===== src/rtl/vit_pkg.sv =====
// Shared trellis definitions for the K=3, rate-1/2 (octal 7,6) convolutional code.
// Used by both the encoder and the Viterbi decoder so their code definitions cannot drift.
package vit_pkg;

  localparam int unsigned NUM_STATES   = 4;
  localparam int unsigned K            = 3;
  localparam logic [2:0]  G0           = 3'b111;
  localparam logic [2:0]  G1           = 3'b110;
  localparam int unsigned PM_W_DEFAULT = 4;

  typedef logic [PM_W_DEFAULT-1:0] pm_t;

  // Shift register is {b, s1, s2}; each generator taps it MSB-first.
  function automatic logic [1:0] expected_sym(input logic [1:0] state, input logic b);
    logic [2:0] sr;
    sr = {b, state};
    return {^(sr & G0), ^(sr & G1)};
  endfunction

  function automatic logic [1:0] hamming2(input logic [1:0] a, input logic [1:0] b);
    logic [1:0] d;
    d = a ^ b;
    return {1'b0, d[1]} + {1'b0, d[0]};
  endfunction

endpackage


===== src/rtl/vit_acs.sv =====
// Single-state add-compare-select: picks the cheaper of two predecessor paths.
// Ties resolve to predecessor 0.
module vit_acs #(
  parameter int unsigned PM_W = 4
) (
  input  logic [PM_W-1:0] pm0_i,
  input  logic [PM_W-1:0] pm1_i,
  input  logic [1:0]      bm0_i,
  input  logic [1:0]      bm1_i,
  output logic [PM_W:0]   cand_o,
  output logic            dec_o
);

  logic [PM_W:0] cand0;
  logic [PM_W:0] cand1;

  // One extra bit so metric + branch cost never wraps before normalisation.
  assign cand0  = {1'b0, pm0_i} + {{(PM_W - 1){1'b0}}, bm0_i};
  assign cand1  = {1'b0, pm1_i} + {{(PM_W - 1){1'b0}}, bm1_i};
  assign dec_o  = (cand1 < cand0);
  assign cand_o = dec_o ? cand1 : cand0;

endmodule


===== src/rtl/vdecoder.sv =====
// Hard-decision Viterbi decoder for the K=3 rate-1/2 code: 4-state ACS with
// min-normalised metrics and register-exchange survivors of DEPTH bits.
module vdecoder
  import vit_pkg::*;
#(
  parameter int unsigned DEPTH   = 15,
  parameter int unsigned PM_W    = PM_W_DEFAULT,
  parameter int unsigned INIT_PM = 4
) (
  input  logic clk_i,
  input  logic rst_ni,
  input  logic sync_i,
  input  logic in_valid_i,
  input  logic in_i,
  output logic out_valid_o,
  output logic out_o
);

  localparam int unsigned CNT_W = $clog2(DEPTH + 1);

  logic             phase_q;
  logic             g0_q;
  logic [PM_W-1:0]  pm_q   [NUM_STATES];
  logic [DEPTH-1:0] surv_q [NUM_STATES];
  logic [CNT_W-1:0] cnt_q;
  logic             out_q;
  logic             out_valid_q;

  logic [1:0]       rx;
  logic [PM_W:0]    cand     [NUM_STATES];
  logic             dec      [NUM_STATES];
  logic [PM_W:0]    cand_min;
  logic [1:0]       best;
  logic [PM_W-1:0]  pm_nxt   [NUM_STATES];
  logic [DEPTH-1:0] surv_nxt [NUM_STATES];
  logic [1:0]       ns_idx;

  assign rx = {g0_q, in_i};

  // New state ns = (b, s1); its predecessors are (s1, 0) and (s1, 1).
  for (genvar ns = 0; ns < NUM_STATES; ns++) begin : g_acs
    localparam logic [1:0] Ns = 2'(ns);
    localparam logic [1:0] P0 = {Ns[0], 1'b0};
    localparam logic [1:0] P1 = {Ns[0], 1'b1};
    vit_acs #(
      .PM_W(PM_W)
    ) u_acs (
      .pm0_i (pm_q[P0]),
      .pm1_i (pm_q[P1]),
      .bm0_i (hamming2(rx, expected_sym(P0, Ns[1]))),
      .bm1_i (hamming2(rx, expected_sym(P1, Ns[1]))),
      .cand_o(cand[ns]),
      .dec_o (dec[ns])
    );
  end

  always_comb begin
    cand_min = cand[0];
    best     = 2'd0;
    for (int i = 1; i < NUM_STATES; i++) begin
      if (cand[i] < cand_min) begin
        cand_min = cand[i];
        best     = 2'(i);
      end
    end
  end

  always_comb begin
    ns_idx = 2'd0;
    for (int i = 0; i < NUM_STATES; i++) begin
      ns_idx      = 2'(i);
      pm_nxt[i]   = PM_W'(cand[i] - cand_min);
      surv_nxt[i] = {surv_q[{ns_idx[0], dec[i]}][DEPTH-2:0], ns_idx[1]};
    end
  end

  always_ff @(posedge clk_i or negedge rst_ni) begin
    if (!rst_ni) begin
      phase_q     <= 1'b0;
      g0_q        <= 1'b0;
      cnt_q       <= '0;
      out_q       <= 1'b0;
      out_valid_q <= 1'b0;
      for (int i = 0; i < NUM_STATES; i++) begin
        pm_q[i]   <= (i == 0) ? '0 : PM_W'(INIT_PM);
        surv_q[i] <= '0;
      end
    end else if (sync_i) begin
      phase_q     <= 1'b0;
      g0_q        <= 1'b0;
      cnt_q       <= '0;
      out_q       <= 1'b0;
      out_valid_q <= 1'b0;
      for (int i = 0; i < NUM_STATES; i++) begin
        pm_q[i]   <= (i == 0) ? '0 : PM_W'(INIT_PM);
        surv_q[i] <= '0;
      end
    end else begin
      out_valid_q <= 1'b0;
      if (in_valid_i) begin
        if (!phase_q) begin
          g0_q    <= in_i;
          phase_q <= 1'b1;
        end else begin
          phase_q <= 1'b0;
          for (int i = 0; i < NUM_STATES; i++) begin
            pm_q[i]   <= pm_nxt[i];
            surv_q[i] <= surv_nxt[i];
          end
          out_q       <= surv_nxt[best][DEPTH-1];
          out_valid_q <= (cnt_q >= CNT_W'(DEPTH - 1));
          if (cnt_q != CNT_W'(DEPTH)) begin
            cnt_q <= cnt_q + 1'b1;
          end
        end
      end
    end
  end

  assign out_o       = out_q;
  assign out_valid_o = out_valid_q;

endmodule


===== config.mk =====
export PLATFORM = sky130hd
export DESIGN_NAME = vdecoder
export DESIGN_NICKNAME = d
export VERILOG_FILES = /design/src/rtl/vit_pkg.sv /design/src/rtl/vit_acs.sv /design/src/rtl/vdecoder.sv
export SDC_FILE = /design/constraint.sdc
export NUM_CORES = 1
export LEC_CHECK = 0
export ABC_AREA = 1
export BUFFER_PORTS_ARGS = -buffer_cell sky130_fd_sc_hd__buf_4
export CAP_MARGIN = 20
export CELL_PAD_IN_SITES_DETAIL_PLACEMENT = 0
export CELL_PAD_IN_SITES_GLOBAL_PLACEMENT = 1
export CORE_MARGIN = 1.5
export CORE_UTILIZATION = 25
export CTS_CLUSTER_SIZE = 14
export DETAILED_ROUTE_END_ITERATION = 8
export GPL_ROUTABILITY_DRIVEN = 1
export PLACE_DENSITY_LB_ADDON = 0.05
export SLEW_MARGIN = 20
export SYNTH_ARGS = -nofsm -noshare
export SYNTH_HDL_FRONTEND = slang
export SYNTH_SLANG_ARGS = --single-unit

===== constraint.sdc =====
create_clock -name clk_i -period 13.25 [get_ports clk_i]
set_clock_uncertainty 0.05 [all_clocks]
set_input_delay 1.325 -clock clk_i [delete_from_list [all_inputs] [get_ports clk_i]]
set_output_delay 1.325 -clock clk_i [all_outputs]
set_load 0.02 [all_outputs]

==> metrics list <==
- Clock tree synthesis inserted a total of 9 buffers.
- In this run, synthesis inferred 0 flip-flops with an integrated enable.
- For this run, design rule violations remaining after detail routing come to 0.
- The floorplan step defined a die boundary enclosing 23,800 µm².
* Half-perimeter wire length after placement: 13,400 µm
* Remaining global-route overflow: 0
- Number of violations of the max-capacitance limit: 0
- Synthesis produced a netlist whose cell count is 816.
- Setup total negative slack on the finished layout was measured at 0 ns.
- Maximum single-stage delay on the critical path: 0.57 ns
* Resized cells post-CTS: 0
- Compared with the post-synthesis result, the final layout area differs by 11.7%.
* Antenna diodes: 0
- For this design the top-level I/O count stands at 7.
* Hold violation total from the final report: 0
* Vias per std cell: 4.69
- In the synthesized netlist the dominant register cell turns out to be sky130_fd_sc_hd__dfrtp_1.
- Effective utilization at floorplan: 25.3%
* Core occupancy in the finished layout: 28.3%
- First-pass GRT wire length: 28,600 µm
- The clock net in this run drives a total of 74 sinks.
- Overall routing resource usage: 15.9%
- Final setup fails: 0
* Layout cells sized above 1: 9.58%
- Entering global routing, the biggest net connects 75 pins.
* Routability congestion estimate from global placement: 0.792
* Transition time at the pin with the least slew margin: 0.818 ns
- During synthesis, Yosys emitted a total of 0 warnings.
* Routed Wire Length: 18,300 µm
- Total number of vias: 5,159
- The final count of pins violating max slew was 0.
* Final critical-path share of the clock period: 65.4%
* Commonest non-fill, non-tap cells in the layout: sky130_fd_sc_hd__nand2_1, sky130_fd_sc_hd__o21ai_0, sky130_fd_sc_hd__inv_1, sky130_fd_sc_hd__dfrtp_1, sky130_fd_sc_hd__nor2_1
- Clk Latency, worst-skew pair: 0.35 ns
* Buffer depth of the longest clock path: 2
- Die width: 154 µm
* CP Data Arrival Time: 8.90 ns
* Slowest cell on crit path: sky130_fd_sc_hd__o21ai_0
- STA classifies the critical path endpoint as a flip-flop.
* Maximum fanout along the worst path: 19
* Core outline area: 22,600 µm²
- Measured along the y axis, the die boundary spans 154 µm.
* Wire length per cell after detailed routing: 16.7 µm
* Crit path setup slack, layout: 4.58 ns
- Share of synthesized registers carrying an async set or reset: 100%
- TritonCTS built the clock tree.
- Counting every net in the synthesized netlist gives 871.
* Minimum setup slack after placement: 4.14 ns
- Post-synthesis sequential area ratio: 32.4%
- In this run the cell area of the synthesized design comes to 5720 µm².
- Each instance of the synthesized netlist takes up on average 7.01 µm².
* Number of port buffers: 6
- The worst path needs 8.67 ns of the cycle, external delays included.
- Number of buffers inserted by hold repair at cts: 0
- Leaving out fill and tap cells, the most frequent cell in the layout is sky130_fd_sc_hd__nand2_1.
- Start-to-end type of the worst setup path: in2reg
- Clock-pin slew was measured on the worst setup and hold paths at 0.06 ns.
- Max Freq: 115 MHz
- Status: completed
- In this run, synthesis produced a sequential element count of 74.
* Antenna Nets Post-Route: 0
- Number of placement rows: 55
- The initial antenna violation count came to 0.
- Yosys mapped the design onto 39 distinct sky130hd cell types.
* Number of design-rule violations left by the first detailed-router iteration: 230
* Min-Delay Path Class: reg2reg
- Across all hold checks on the routed design, the worst slack comes to 0.413 ns.
- The first detailed-routing pass ran for 5 iterations.
- Library cell used as clock root buffer: sky130_fd_sc_hd__clkbuf_16
- Setup repair after global routing left no endpoint under its margin.
- The H-tree was split into 3 levels.
* Most common cell on crit path: sky130_fd_sc_hd__ha_1
* Startpoint types: primary input
- Slew HR: 44.9%
* Setup repair bufs after CTS: 0
- Nets@finish: 864
- The via count of the first global-routing pass is 4,921.
- STA puts the critical path data required time at 13.48 ns.
==> cell type report <==
class,instances,area (µm²)
Clock buffer,10,239
Clock inverter,6,113
Fill cell,2493,16200
Inverter,107,402
Multi-Input combinational cell,608,3350
Sequential cell,74,1860
Tap cell,285,357
Timing Repair Buffer,9,71.3
==> worst max-delay path: cells and delay by family <==
kind	cells	cell delay, ns
XOR/XNOR	1	0.24
buffers and inverters	7	0.98
adder cells (fa/ha/maj)	8	2.13
AND/OR/NAND/NOR	15	1.87
AO/OA/AOI/OAI	9	2.37
==> path summary, 6_finish.rpt <==
| kind | startpoint | cells past startpoint | slack, ns | endpoint |
|---|---|---|---|---|
| worst max-delay path | in_i | 40 | 4.58 | pm_q[6] |
| worst min-delay path | cnt_q[3] | 1 | 0.41 | cnt_q[3] |
| worst max register to register | g0_q | 39 | 5.18 | pm_q[6] |
| worst min register to register | cnt_q[3] | 1 | 0.41 | cnt_q[3] |
| max in group asynchronous | rst_ni | 1 | 11.66 | surv_q[3] |
| min in group asynchronous | rst_ni | 1 | 0.96 | pm_q[7] |
==> registers in the layout, indices dropped and copies added, names as in the netlist <==
| signal | cells |
|---|---|
| out_valid_o | 1 |
| g0_q | 1 |
| out_o | 1 |
| surv_q | 50 |
| phase_q | 1 |
| pm_q | 16 |
| cnt_q | 4 |
==> through the flow <==
stage	instance area (µm²)	cells
floorplan	5720	816
CTS	6380	1099
global route	6390	1099
finish	6390	1099
global placement	6030	1083
detailed placement	6030	1083
==> cell families (layout without fill, tap and decap cells) <==
family	after synthesis	after routing	synth area share, %
and+or+nand+nor	364	364	28.2
adders and majority gates	50	50	10.9
buffers and inverters	134	132	9.21
xor gates and xnor gates	21	21	3.35
DFF	74	74	32.4
AOI/OAI and AO/OA	173	173	15.9
==> Yosys cell counts (2+ instances only) <==
master,instances,area [µm²]
sky130_fd_sc_hd__ha_1,50,626
sky130_fd_sc_hd__a22o_1,2,17.5
sky130_fd_sc_hd__nand2_1,197,739
sky130_fd_sc_hd__clkbuf_1,20,75.1
sky130_fd_sc_hd__dfstp_2,3,78.8
sky130_fd_sc_hd__o21ai_1,8,40.0
sky130_fd_sc_hd__nand2_4,5,56.3
sky130_fd_sc_hd__nand2_2,19,119
sky130_fd_sc_hd__xor2_1,17,149
sky130_fd_sc_hd__and2_1,4,25.0
sky130_fd_sc_hd__nor2_2,3,18.8
sky130_fd_sc_hd__o211ai_1,3,22.5
sky130_fd_sc_hd__buf_2,4,20.0
sky130_fd_sc_hd__nor3_1,5,25.0
sky130_fd_sc_hd__o22ai_1,5,31.3
sky130_fd_sc_hd__inv_1,96,360
sky130_fd_sc_hd__nand3_1,56,280
sky130_fd_sc_hd__nand4_1,8,50.1
sky130_fd_sc_hd__dfrtp_1,71,1780
sky130_fd_sc_hd__inv_2,10,37.5
sky130_fd_sc_hd__nor2_1,60,225
sky130_fd_sc_hd__xnor2_1,3,26.3
sky130_fd_sc_hd__a21oi_1,21,105
sky130_fd_sc_hd__o21ai_0,127,636
sky130_fd_sc_hd__o21ai_2,2,17.5
sky130_fd_sc_hd__nand3_2,4,40.0
==> per-layer routing <==
layer	vias to the layer above	GRT usage, %	routed length [µm]
li1	2636	-	-
met1	2460	21.1	8860
met2	51	27.5	8890
met3	12	1.34	340
met4	0	4.67	220
met5	-	0	0
Power is left out: the tool's default activity adds up to more than one toggle a clock period on the data nets, which glitch-free logic cannot reach.
